## src/rtl/idex_if.sv

```systemverilog
// ID/EX pipeline boundary bundle: decoded instruction in, registered EX contents out.
// master = decode/hazard side driving id_*, slave = the ID/EX register stage.
interface idex_if #(
   parameter int XLEN = 32
);
   logic            id_valid;
   logic [4:0]      id_rs1;
   logic [4:0]      id_rs2;
   logic [4:0]      id_rd;
   logic            id_uses_rs1;
   logic            id_uses_rs2;
   logic [XLEN-1:0] id_rs1_data;
   logic [XLEN-1:0] id_rs2_data;
   logic [XLEN-1:0] id_imm;
   logic [XLEN-1:0] id_pc;
   logic            id_regwrite;
   logic            id_memread;
   logic            id_memwrite;
   logic            id_memtoreg;
   logic            id_alusrc;
   logic [3:0]      id_aluop;
   logic            ex_flush;
   logic            stall_if_id;
   logic            ex_valid;
   logic [4:0]      ex_rs1;
   logic [4:0]      ex_rs2;
   logic [4:0]      ex_rd;
   logic [XLEN-1:0] ex_rs1_data;
   logic [XLEN-1:0] ex_rs2_data;
   logic [XLEN-1:0] ex_imm;
   logic [XLEN-1:0] ex_pc;
   logic            ex_regwrite;
   logic            ex_memread;
   logic            ex_memwrite;
   logic            ex_memtoreg;
   logic            ex_alusrc;
   logic [3:0]      ex_aluop;

   modport master (
      output id_valid, id_rs1, id_rs2, id_rd, id_uses_rs1, id_uses_rs2,
             id_rs1_data, id_rs2_data, id_imm, id_pc, id_regwrite, id_memread,
             id_memwrite, id_memtoreg, id_alusrc, id_aluop, ex_flush,
      input  stall_if_id, ex_valid, ex_rs1, ex_rs2, ex_rd, ex_rs1_data,
             ex_rs2_data, ex_imm, ex_pc, ex_regwrite, ex_memread, ex_memwrite,
             ex_memtoreg, ex_alusrc, ex_aluop
   );

   modport slave (
      input  id_valid, id_rs1, id_rs2, id_rd, id_uses_rs1, id_uses_rs2,
             id_rs1_data, id_rs2_data, id_imm, id_pc, id_regwrite, id_memread,
             id_memwrite, id_memtoreg, id_alusrc, id_aluop, ex_flush,
      output stall_if_id, ex_valid, ex_rs1, ex_rs2, ex_rd, ex_rs1_data,
             ex_rs2_data, ex_imm, ex_pc, ex_regwrite, ex_memread, ex_memwrite,
             ex_memtoreg, ex_alusrc, ex_aluop
   );
endinterface

```

## src/rtl/idex_stage.sv

```systemverilog
// ID/EX pipeline register with load-use stall detection and flush/hazard bubble insertion.
// Optional IDEX_PERF_CNT_EN adds stall_count/flush_count bubble counters.
module idex_stage #(
   parameter int XLEN = 32
) (
   input  logic        clk,
   input  logic        rst_n,
   idex_if.slave       bus
`ifdef IDEX_PERF_CNT_EN
   ,
   output logic [31:0] stall_count,
   output logic [31:0] flush_count
`endif
);

   typedef struct packed {
      logic            valid;
      logic [4:0]      rs1;
      logic [4:0]      rs2;
      logic [4:0]      rd;
      logic [XLEN-1:0] rs1_data;
      logic [XLEN-1:0] rs2_data;
      logic [XLEN-1:0] imm;
      logic [XLEN-1:0] pc;
      logic            regwrite;
      logic            memread;
      logic            memwrite;
      logic            memtoreg;
      logic            alusrc;
      logic [3:0]      aluop;
   } ex_reg_t;

   ex_reg_t ex_q, ex_d;
   logic    load_use;
   logic    take_id;

   // A load in EX cannot forward its data to the instruction now in ID.
   assign load_use = ex_q.valid & ex_q.memread & (ex_q.rd != 5'd0) & bus.id_valid &
                     ((bus.id_uses_rs1 & (bus.id_rs1 == ex_q.rd)) |
                      (bus.id_uses_rs2 & (bus.id_rs2 == ex_q.rd)));

   // Upstream is redirected on a flush, so holding IF/ID would be pointless.
   assign bus.stall_if_id = load_use & ~bus.ex_flush;
   assign take_id         = bus.id_valid & ~bus.ex_flush & ~load_use;

   // NOTE: ex_d defaults to the all-zero bubble so every path assigns it and no latch is inferred.
   always_comb begin
      ex_d = '0;
      if (take_id) begin
         ex_d.valid    = 1'b1;
         ex_d.rs1      = bus.id_rs1;
         ex_d.rs2      = bus.id_rs2;
         ex_d.rd       = bus.id_rd;
         ex_d.rs1_data = bus.id_rs1_data;
         ex_d.rs2_data = bus.id_rs2_data;
         ex_d.imm      = bus.id_imm;
         ex_d.pc       = bus.id_pc;
         ex_d.regwrite = bus.id_regwrite;
         ex_d.memread  = bus.id_memread;
         ex_d.memwrite = bus.id_memwrite;
         ex_d.memtoreg = bus.id_memtoreg;
         ex_d.alusrc   = bus.id_alusrc;
         ex_d.aluop    = bus.id_aluop;
      end
   end

   // NOTE: non-blocking assignments keep every flop sampling pre-edge values; data fields
   // are reset as well because the bubble state must read all-zero, not merely invalid.
   always_ff @(posedge clk or negedge rst_n) begin
      if (!rst_n) ex_q <= '0;
      else        ex_q <= ex_d;
   end

   assign bus.ex_valid    = ex_q.valid;
   assign bus.ex_rs1      = ex_q.rs1;
   assign bus.ex_rs2      = ex_q.rs2;
   assign bus.ex_rd       = ex_q.rd;
   assign bus.ex_rs1_data = ex_q.rs1_data;
   assign bus.ex_rs2_data = ex_q.rs2_data;
   assign bus.ex_imm      = ex_q.imm;
   assign bus.ex_pc       = ex_q.pc;
   assign bus.ex_regwrite = ex_q.regwrite;
   assign bus.ex_memread  = ex_q.memread;
   assign bus.ex_memwrite = ex_q.memwrite;
   assign bus.ex_memtoreg = ex_q.memtoreg;
   assign bus.ex_alusrc   = ex_q.alusrc;
   assign bus.ex_aluop    = ex_q.aluop;

`ifdef IDEX_PERF_CNT_EN
   logic [31:0] stall_count_q, flush_count_q;

   // Counters wrap naturally through 32-bit overflow.
   always_ff @(posedge clk or negedge rst_n) begin
      if (!rst_n) begin
         stall_count_q <= '0;
         flush_count_q <= '0;
      end else begin
         if (bus.ex_flush)  flush_count_q <= flush_count_q + 32'd1;
         else if (load_use) stall_count_q <= stall_count_q + 32'd1;
      end
   end

   assign stall_count = stall_count_q;
   assign flush_count = flush_count_q;
`endif

endmodule

```

## src/flat_wrapper.sv

```systemverilog
// flat-port wrapper written by rule: the top's interface ports become plain ports
module idex_stage_flat 
#(
   parameter int XLEN = 32
)
  (clk, rst_n, bus_id_valid, bus_id_rs1, bus_id_rs2, bus_id_rd, bus_id_uses_rs1, bus_id_uses_rs2, bus_id_rs1_data, bus_id_rs2_data, bus_id_imm, bus_id_pc, bus_id_regwrite, bus_id_memread, bus_id_memwrite, bus_id_memtoreg, bus_id_alusrc, bus_id_aluop, bus_ex_flush, bus_stall_if_id, bus_ex_valid, bus_ex_rs1, bus_ex_rs2, bus_ex_rd, bus_ex_rs1_data, bus_ex_rs2_data, bus_ex_imm, bus_ex_pc, bus_ex_regwrite, bus_ex_memread, bus_ex_memwrite, bus_ex_memtoreg, bus_ex_alusrc, bus_ex_aluop);
  idex_if #(.XLEN(XLEN)) bus_i ();
  input  logic clk;
  input  logic rst_n;
  input wire logic [$bits(bus_i.id_valid)-1:0] bus_id_valid;
  input wire logic [$bits(bus_i.id_rs1)-1:0] bus_id_rs1;
  input wire logic [$bits(bus_i.id_rs2)-1:0] bus_id_rs2;
  input wire logic [$bits(bus_i.id_rd)-1:0] bus_id_rd;
  input wire logic [$bits(bus_i.id_uses_rs1)-1:0] bus_id_uses_rs1;
  input wire logic [$bits(bus_i.id_uses_rs2)-1:0] bus_id_uses_rs2;
  input wire logic [$bits(bus_i.id_rs1_data)-1:0] bus_id_rs1_data;
  input wire logic [$bits(bus_i.id_rs2_data)-1:0] bus_id_rs2_data;
  input wire logic [$bits(bus_i.id_imm)-1:0] bus_id_imm;
  input wire logic [$bits(bus_i.id_pc)-1:0] bus_id_pc;
  input wire logic [$bits(bus_i.id_regwrite)-1:0] bus_id_regwrite;
  input wire logic [$bits(bus_i.id_memread)-1:0] bus_id_memread;
  input wire logic [$bits(bus_i.id_memwrite)-1:0] bus_id_memwrite;
  input wire logic [$bits(bus_i.id_memtoreg)-1:0] bus_id_memtoreg;
  input wire logic [$bits(bus_i.id_alusrc)-1:0] bus_id_alusrc;
  input wire logic [$bits(bus_i.id_aluop)-1:0] bus_id_aluop;
  input wire logic [$bits(bus_i.ex_flush)-1:0] bus_ex_flush;
  output wire logic [$bits(bus_i.stall_if_id)-1:0] bus_stall_if_id;
  output wire logic [$bits(bus_i.ex_valid)-1:0] bus_ex_valid;
  output wire logic [$bits(bus_i.ex_rs1)-1:0] bus_ex_rs1;
  output wire logic [$bits(bus_i.ex_rs2)-1:0] bus_ex_rs2;
  output wire logic [$bits(bus_i.ex_rd)-1:0] bus_ex_rd;
  output wire logic [$bits(bus_i.ex_rs1_data)-1:0] bus_ex_rs1_data;
  output wire logic [$bits(bus_i.ex_rs2_data)-1:0] bus_ex_rs2_data;
  output wire logic [$bits(bus_i.ex_imm)-1:0] bus_ex_imm;
  output wire logic [$bits(bus_i.ex_pc)-1:0] bus_ex_pc;
  output wire logic [$bits(bus_i.ex_regwrite)-1:0] bus_ex_regwrite;
  output wire logic [$bits(bus_i.ex_memread)-1:0] bus_ex_memread;
  output wire logic [$bits(bus_i.ex_memwrite)-1:0] bus_ex_memwrite;
  output wire logic [$bits(bus_i.ex_memtoreg)-1:0] bus_ex_memtoreg;
  output wire logic [$bits(bus_i.ex_alusrc)-1:0] bus_ex_alusrc;
  output wire logic [$bits(bus_i.ex_aluop)-1:0] bus_ex_aluop;
  assign bus_i.id_valid = bus_id_valid;
  assign bus_i.id_rs1 = bus_id_rs1;
  assign bus_i.id_rs2 = bus_id_rs2;
  assign bus_i.id_rd = bus_id_rd;
  assign bus_i.id_uses_rs1 = bus_id_uses_rs1;
  assign bus_i.id_uses_rs2 = bus_id_uses_rs2;
  assign bus_i.id_rs1_data = bus_id_rs1_data;
  assign bus_i.id_rs2_data = bus_id_rs2_data;
  assign bus_i.id_imm = bus_id_imm;
  assign bus_i.id_pc = bus_id_pc;
  assign bus_i.id_regwrite = bus_id_regwrite;
  assign bus_i.id_memread = bus_id_memread;
  assign bus_i.id_memwrite = bus_id_memwrite;
  assign bus_i.id_memtoreg = bus_id_memtoreg;
  assign bus_i.id_alusrc = bus_id_alusrc;
  assign bus_i.id_aluop = bus_id_aluop;
  assign bus_i.ex_flush = bus_ex_flush;
  assign bus_stall_if_id = bus_i.stall_if_id;
  assign bus_ex_valid = bus_i.ex_valid;
  assign bus_ex_rs1 = bus_i.ex_rs1;
  assign bus_ex_rs2 = bus_i.ex_rs2;
  assign bus_ex_rd = bus_i.ex_rd;
  assign bus_ex_rs1_data = bus_i.ex_rs1_data;
  assign bus_ex_rs2_data = bus_i.ex_rs2_data;
  assign bus_ex_imm = bus_i.ex_imm;
  assign bus_ex_pc = bus_i.ex_pc;
  assign bus_ex_regwrite = bus_i.ex_regwrite;
  assign bus_ex_memread = bus_i.ex_memread;
  assign bus_ex_memwrite = bus_i.ex_memwrite;
  assign bus_ex_memtoreg = bus_i.ex_memtoreg;
  assign bus_ex_alusrc = bus_i.ex_alusrc;
  assign bus_ex_aluop = bus_i.ex_aluop;
  idex_stage #(.XLEN(XLEN)) u_core (.clk(clk), .rst_n(rst_n), .bus(bus_i));
endmodule
```

## config.mk

```make
export PLATFORM = sky130hd
export DESIGN_NAME = idex_stage_flat
export DESIGN_NICKNAME = d
export VERILOG_FILES = /design/src/rtl/idex_if.sv /design/src/rtl/idex_stage.sv /design/src/flat_wrapper.sv
export SDC_FILE = /design/constraint.sdc
export NUM_CORES = 1
export LEC_CHECK = 0
export ABC_CLOCK_PERIOD_IN_PS = 1500
export CAP_MARGIN = 0
export CORE_AREA = 2 2 134 136
export DETAILED_ROUTE_END_ITERATION = 10
export DIE_AREA = 0 0 136 138
export GPL_ROUTABILITY_DRIVEN = 0
export PLACE_DENSITY_LB_ADDON = 0.3
export SYNTH_ARGS = -nofsm -noshare
export SYNTH_HDL_FRONTEND = slang
export SYNTH_SLANG_ARGS = --single-unit
```

## constraint.sdc

```tcl
create_clock -name clk -period 1.5 [get_ports clk]
set_input_delay 0.3 -clock clk [delete_from_list [all_inputs] [get_ports clk]]
set_output_delay 0.3 -clock clk [all_outputs]
set_load 0.05 [all_outputs]
```

After elaboration in Yosys (flattened, before gate mapping). Cells that the tools add are included. W data, S select, Z words.

Word-level logic and storage cells: 30. Bits in writable memories: 0. Input port bits: 158. Bits in registers: 153. Output and inout port bits: 154. Bits in read-only memories: 0. Bits in latches: 0. Memories: 0.

Add/sub/neg operators: 0. Divide/modulo/power cells: 0. Multiply operators: 0. Order comparisons: 0. Mux-type cells: 1. Equality and inequality tests: 2. Bitwise logic cells: 12. Shift-type cells: 0. Reductions and logical operators: 1.

Operators with widths (count): $mux W153 (1); $eq A5 B5 Y1 (2); $and A1 B1 Y1 (9); $reduce_bool A5 Y1 (1); $not A1 Y1 (2); $or A1 B1 Y1 (1).

Logic depth before layout (Yosys ltp). Gate-level depths: netlist of run 1.

Depth in word-level cells: 7. Gate-level depth with buffers: 7. Depth with buffers taken out: 4.

Least setup slack after synthesis of run 1. OpenSTA, ideal clock, no wires.

Path kind: flip-flop to output port. From: register u_core.ex_q, in the netlist u_core.bus.ex_rd[2]. To: output bus_stall_if_id. Required time: 1200 ps. Arrival: 1915 ps. Buffers on the path: 2. Setup slack: -715 ps. Cell stages (with the launch flop): 7. Path through: dfrtp_1 -> xnor2_1 -> nand4_1 -> o22ai_1 -> buf_2 -> buf_4 -> and3b_1.

Word-level cells in the longest chain between the ends: 5. Elaborated cells on any way between the ends: 10. Those cells by class: eq/ne: 2; bitwise: 7; reduce/logical: 1.

RTL lines: start: declaration (RTL line idex_stage.sv:33) `ex_reg_t ex_q, ex_d;`; start signal: assignment (RTL line idex_stage.sv:70) `if (!rst_n) ex_q <= '0;`; start signal: assignment (RTL line idex_stage.sv:71) `else ex_q <= ex_d;`; $eq A5 B5 Y1 (tied with other cells) (RTL line idex_stage.sv:39) `((bus.id_uses_rs1 & (bus.id_rs1 == ex_q.rd)) |`; $and A1 B1 Y1 (on tied branches) (RTL line idex_stage.sv:39, idex_stage.sv:38, idex_stage.sv:40); $or A1 B1 Y1 / $and A1 B1 Y1 (equally long branches) (RTL line idex_stage.sv:39, idex_stage.sv:38); $and A1 B1 Y1 * (RTL line idex_stage.sv:38) `assign load_use = ex_q.valid & ex_q.memread & (ex_q.rd != 5'd0) & bus.id_valid &`; $and A1 B1 Y1 * (RTL line idex_stage.sv:43) `assign bus.stall_if_id = load_use & ~bus.ex_flush;`; end: declaration (RTL line flat_wrapper.sv:27) `output wire logic [$bits(bus_i.stall_if_id)-1:0] bus_stall_if_id;`.

Every way passes the cells marked *; elsewhere a longest branch is shown, timed or not.

Worst setup path after layout of run 1.
From: register u_core.ex_q, in the netlist u_core.bus.ex_rd[3]. To: output bus_stall_if_id.

The elaborated chain is that of the path after synthesis.

==> results of run 1 <==
## cells in the mapped netlist
master | instances | area [µm²]
a211oi_1 | 93 | 698
xnor2_1 | 10 | 87.6
nand4_1 | 2 | 12.5
a21oi_2 | 1 | 8.76
nor2_1 | 1 | 3.75
buf_6 | 6 | 67.6
nand2b_1 | 1 | 6.26
clkbuf_1 | 40 | 150
nand2_1 | 154 | 578
nor3_1 | 1 | 5.00
a211oi_2 | 59 | 738
nand3_1 | 1 | 5.00
o22ai_1 | 1 | 6.26
buf_2 | 20 | 100
dfrtp_1 | 153 | 3830
a21oi_1 | 1 | 5.00
and3b_1 | 1 | 8.76
buf_4 | 1 | 7.51
## final timing paths
path	startpoint	to	slack (ns)	cells after the start
worst max register to register	u_core.bus.ex_rd[3]	u_core.bus.ex_imm[11]	-0.37	8
worst min-delay path	rst_n	u_core.bus.ex_rs1_data[18]	0.34	2
worst max-delay path	u_core.bus.ex_rd[3]	bus_stall_if_id	-0.57	5
max in group asynchronous	rst_n	u_core.bus.ex_rs2_data[11]	0.54	3
worst min register to register	u_core.bus.ex_valid	u_core.bus.ex_rd[4]	0.94	4
min in group clk	bus_id_imm[22]	u_core.bus.ex_imm[22]	0.42	3
## state kept, by name, summed over array words and instances (netlist names), 4 cells and up
signal	count
u_core.bus.ex_rd	5
u_core.bus.ex_aluop	4
u_core.bus.ex_rs2	5
u_core.bus.ex_rs1	5
u_core.bus.ex_rs2_data	32
u_core.bus.ex_imm	32
u_core.bus.ex_pc	32
u_core.bus.ex_rs1_data	32
## cells by family after synthesis
kind of cell | after synthesis | synth area share
flip-flops | 153 | 0.606
AND/OR/NAND/NOR | 161 | 0.0980
AO/OA/AOI/OAI | 155 | 0.231
buffers and inverters | 67 | 0.0515
XOR/XNOR | 10 | 0.0139
## what timing repair did
action                                  in CTS  in global routing
cloned                                       5                  0
gates resized for setup                     12                 21
hold buffers                                 1                  0
hold endpoints to repair                    30                  0
endpoints found under the setup margin     153                154
setup buffers                                3                  3
pin swaps                                    4                  1
## cell type report
| type | instances | share of cell area |
|---|---|---|
| Sequential cell | 153 | 0.311 |
| Multi-Input combinational cell | 326 | 0.187 |
| Clock buffer | 20 | 0.0371 |
| Clock inverter | 12 | 0.0133 |
| Timing Repair Buffer | 353 | 0.428 |
| Tap cell | 229 | 0.0233 |
## power groups by stage
stage / clock network (W) / logic, W / registers, W
2_1_floorplan: 0 / 0.000418 / 0.00498
3_3_place_gp: 0 / 0.00230 / 0.00450
3_5_place_dp: 0 / 0.00234 / 0.00451
4_1_cts: 0.00456 / 0.00240 / 0.00444
5_1_grt: 0.00476 / 0.00253 / 0.00444
6_report: 0.00447 / 0.00241 / 0.00443
## metal layers
metal / global-route usage / vias to the layer above / part of all wire
li1: - / 2531 / -
met1: 0.261 / 2721 / 0.36
met2: 0.391 / 305 / 0.50
met3: 0.0942 / 49 / 0.10
met4: 0.0992 / 0 / 0.034
met5: 0 / - / 0
## per-stage QoR
step                      area (µm²)  utilization  hold WS, ns
after floorplan                 6350            -      0.00441
after global placement         11300        0.645        0.215
after detailed placement       11300        0.645        0.220
after CTS                      12200        0.695        0.339
after global routing           12300        0.703        0.363
final                          12300        0.703        0.344
==> results.yml, run 1 <==
outcome:
  status: "complete, but fails checks"
  violations: "negative setup slack"
flow_run:
  cap_violations: 0
routing:
  antenna_left: 0
  num_vias: 5606
  viasPerCell: 5.13
  route.detailed.drc: 0
  dr.pass1.iters: 5
  wl_per_cell_um: 20.0
  finalWirelength_mm: 21.8
  drtIter0Drc: 249
placement:
  dpl.cell_count: 1049
  dp_slack_ns: -0.591
  io_buffer_count: 311
  dpl.hpwl_mm: 14.9
final_layout:
  nets: 1009
  layout_common_cells: "166 x buf_12, 154 x nand2_1, 154 x clkdlybuf4s50_1"
  seq_area_um2: 3840
  num_antenna_cells: 0
  final_common_cell: "buf_12"
  multiInputGateArea_um2: 2300
  fillers: 1172
  drive_gt1_frac: 0.369
  final_cell_count_no_fill: 1093
  syn_to_final_growth_pct: 95.0
pwr:
  power_frac_comb: 0.213
  leakage_nw: 5.13
  powerDensity_nw_per_um2: 919
  p_clk_frac: 0.395
  power.internal_w: 0.00824
  p_total_w: 0.0113
  seqPwrFrac: 0.392
  peakVddDrop_uv: 729
  power.switching_w: 0.00308
  p_sw_frac: 0.272
synthesis:
  ys_ff_latch: 153
  synth_cell_types: 18
  avgSynthCellArea_um2: 11.6
  syn_inst: 546
  netlist_area_um2: 6320
  yosysSeqAreaShare: 0.606
  synth_nets: 704
  yosys_warnings: 0
global_route:
  antenna_found_initial: 0
  grt_max_degree: 154
  grt_overflow: 0
  grt_pass1_vias: 5848
  grtUsageTotal: 0.233
  grt_pass1_wl_mm: 33.5
cts:
  cts_buffers: 17
  cts_tree: "yes"
  clk_latency_ns: 0.42
  clockRootBuffer: "clkbuf_16"
  cts.sink_count: 153
  clkTransAtPathRegs_ns: 0.07
  clock_path_buffers: 2
  htreeDepth: 4
setup_path:
  arrival_ns: 1.77
  cp-start-kind: "flip-flop"
  critPathRequiredTime_ns: 1.20
  worst-path-buf-inv: 1
  worst-setup-path-type: "flip-flop to output port"
  worstSetupEndpointType: "output port"
  path_delay_family: "flip-flops"
  crit_path_max_incr_delay_ns: 0.46
  critPathMaxFanout: 4
  crit_slowest_cell: "dfrtp_2"
  crit_chain: "xnor2_1 > nand4_1 > o22ai_4 > and3b_2 > buf_12"
sta:
  worst_slack_ns: -0.567
  hold_violations: 0
  grt_setup_unrepaired: "yes"
  worstMarginPinSlew_ns: 0.641
  max-slew-margin-rel: 0.573
  worst_clock_skew_ns: 0.0121
  fmax_mhz: 484
  slew_viol_final: 0
  tns_ns: -42.28
  setup_viol: 154
  finalCritPeriodShare: 1.38
  finalCriticalPeriod_ns: 2.07
floorplanning:
  io-pin-count: 312
  fp.dieW_um: 136
  die_h_um: 138
  rows: 49
  core_um2: 17500
  start_util: 0.360
  die_area_um2: 18800
hold_path:
  worstHoldPathType: "input port to asynchronous set/reset pin"
Note: power is estimated with default switching activity, not from simulation.
==> run 2: changes to the inputs <==
--- a/config.mk
+++ b/config.mk
@@ -7,9 +7,9 @@
 export LEC_CHECK = 0
 export ABC_CLOCK_PERIOD_IN_PS = 1500
 export CAP_MARGIN = 0
-export CORE_AREA = 2 2 134 136
+export CORE_AREA = 2 2 96 190
 export DETAILED_ROUTE_END_ITERATION = 10
-export DIE_AREA = 0 0 136 138
+export DIE_AREA = 0 0 98 192
 export GPL_ROUTABILITY_DRIVEN = 0
 export PLACE_DENSITY_LB_ADDON = 0.3
 export SYNTH_ARGS = -nofsm -noshare
==> run 2 against run 1 <==
Net effect:
- the run still ends with negative setup slack left
- sequential share of layout area is 0.98 points lower
- global-route usage is 0.32 points lower
- routed wire length is 3.5% higher
- critical path type unchanged
- largest power group unchanged
==> results.yml, run 2 (synthesis results as in run 1) <==
pwr:
  power.switching_w: 0.00306
  p_sw_frac: 0.267
  power.internal_w: 0.00840
  p_clk_frac: 0.394
  power_frac_comb: 0.219
  leakage_nw: 5.32
  seqPwrFrac: 0.387
  powerDensity_nw_per_um2: 901
  peakVddDrop_uv: 796
final_layout:
  seq_area_um2: 3840
  final_common_cell: "buf_12"
  drive_gt1_frac: 0.392
  layout_common_cells: "171 x buf_12, 154 x nand2_1, 154 x clkdlybuf4s50_1"
  fillers: 1085
  nets: 1035
  multiInputGateArea_um2: 2340
  fin_util: 0.736
  num_antenna_cells: 0
  syn_to_final_growth_pct: 101
cts:
  htreeDepth: 4
  clk_latency_ns: 0.42
  cts_tree: "yes"
  cts.sink_count: 153
  cts_buffers: 17
  clockRootBuffer: "clkbuf_16"
  clock_path_buffers: 2
  clkTransAtPathRegs_ns: 0.06
sta:
  worstMarginPinSlew_ns: 0.546
  finalCritPeriodShare: 1.46
  worst_clock_skew_ns: 0.0102
  finalCriticalPeriod_ns: 2.19
  hold_violations: 0
  slew_viol_final: 0
  max-slew-margin-rel: 0.636
  grt_setup_unrepaired: "yes"
  fmax_mhz: 457
  worst_slack_ns: -0.690
  setup_viol: 156
routing:
  viasPerCell: 5.20
  finalWirelength_mm: 22.6
  dr.pass1.iters: 4
  num_vias: 5719
  wl_per_cell_um: 20.5
  antenna_left: 0
  drtIter0Drc: 254
  route.detailed.drc: 0
global_route:
  grt_pass1_wl_mm: 33.2
  grt_max_degree: 102
  grtUsageTotal: 0.230
  antenna_found_initial: 0
  grt_overflow: 0
  grt_pass1_vias: 5986
floorplanning:
  die_area_um2: 18800
  io-pin-count: 312
  die_h_um: 192
  start_util: 0.366
  rows: 68
  fp.dieW_um: 98
  core_um2: 17300
hold_path:
  worstHoldPathType: "input port to asynchronous set/reset pin"
setup_path:
  cp-start-kind: "flip-flop"
  worst-setup-path-type: "flip-flop to output port"
  worstSetupEndpointType: "output port"
  r2r_slack_ns: -0.59
  critPathRequiredTime_ns: 1.20
  arrival_ns: 1.89
  rr_endpoint: "u_core.bus.ex_pc[22]"
  critPathMaxFanout: 4
  r2r_start: "u_core.bus.ex_rd[3]"
  ff2ff_path_depth: 10
flow_run:
  cap_violations: 0
placement:
  dpl.hpwl_mm: 15.3
  io_buffer_count: 311
  dp_slack_ns: -0.647
outcome:
  violations: "negative setup slack"
  status: "complete, but fails checks"
-- run 2: cell types whose count changed in the layout (fill, tap and decap cells not counted), sizes merged --
cell,previous run,this run
buf,196,218
clkbuf,20,26
inv,4,1
bufbuf,2,1
bufinv,3,4
clkinv,2,3
-- run 2: area by class of cell --
cell class                 count  area share
clock buffer                  21      0.0354
multi-input combinational    326       0.184
clock inverter                11      0.0134
timing repair buffer         379       0.445
tap                          210      0.0207
sequential                   153       0.302
-- run 2: worst max-delay path, stage by stage (launching register included) --
cell and delay (ns):
dfrtp_2 0.46, xnor2_2 0.18, nand4_1 0.23, o22ai_4 0.23
and3b_2 0.23, buf_12 0.14
-- run 2: power by group through the flow --
stage                     combinational (W)  clock, W  sequential [W]
after floorplan                    0.000418         0         0.00498
after global placement              0.00231         0         0.00450
after detailed placement            0.00235         0         0.00451
after CTS                           0.00242   0.00460         0.00443
after global routing                0.00263   0.00479         0.00444
final                               0.00251   0.00452         0.00443
-- run 2: per-stage QoR --
| step | total power, W | setup TNS [ns] | instance area [µm²] | hold WS, ns | instances |
|---|---|---|---|---|---|
| after floorplan | 0.00540 | -5.55 | 6350 | 0.00441 | 546 |
| after global placement | 0.00681 | -83.33 | 11300 | 0.158 | 1034 |
| after detailed placement | 0.00686 | -86.93 | 11300 | 0.158 | 1034 |
| after CTS | 0.0115 | -46.75 | 12200 | 0.267 | 1075 |
| after global routing | 0.0119 | -80.05 | 12700 | 0.301 | 1100 |
| final | 0.0115 | -75.77 | 12700 | 0.283 | 1100 |
-- run 2: how the worst max path moves through the flow --
stage                         from                   end  slack, ns  depth (start not counted)
6_report       u_core.bus.ex_rd[3]       bus_stall_if_id      -0.69                          5
5_1_grt        u_core.bus.ex_rd[3]       bus_stall_if_id      -0.72                          5
4_1_cts        u_core.bus.ex_rd[3]       bus_stall_if_id      -0.66                          5
3_5_place_dp         bus_id_rs1[3]  u_core.bus.ex_pc[21]      -0.65                          7
3_3_place_gp         bus_id_rs1[2]  u_core.bus.ex_pc[20]      -0.61                          7
2_1_floorplan  u_core.bus.ex_rd[2]       bus_stall_if_id      -0.37                          6
-- run 2: routing by layer --
metal,track usage,routed length [µm]
met1,0.229,7350
met2,0.428,12700
met3,0.0742,1770
met4,0.104,745
met5,0,0
-- run 2: repair_timing --
action	4_1_cts	5_1_grt
hold buffers	1	0
setup buffers	2	22
endpoints found under the setup margin	154	156
gates cloned	6	5
endpoints found under the hold margin	47	0
pin swaps	3	4
gates resized for setup	10	59
==> run 3: changes to the inputs <==
--- a/config.mk
+++ b/config.mk
@@ -6,8 +6,8 @@
 export NUM_CORES = 1
 export LEC_CHECK = 0
 export ABC_CLOCK_PERIOD_IN_PS = 1500
-export CAP_MARGIN = 0
 export CORE_AREA = 2 2 96 190
+export CTS_CLUSTER_SIZE = 24
 export DETAILED_ROUTE_END_ITERATION = 10
 export DIE_AREA = 0 0 98 192
 export GPL_ROUTABILITY_DRIVEN = 0
==> results of run 3 <==
Final layout, timing and power as in run 2 (identical DEF).
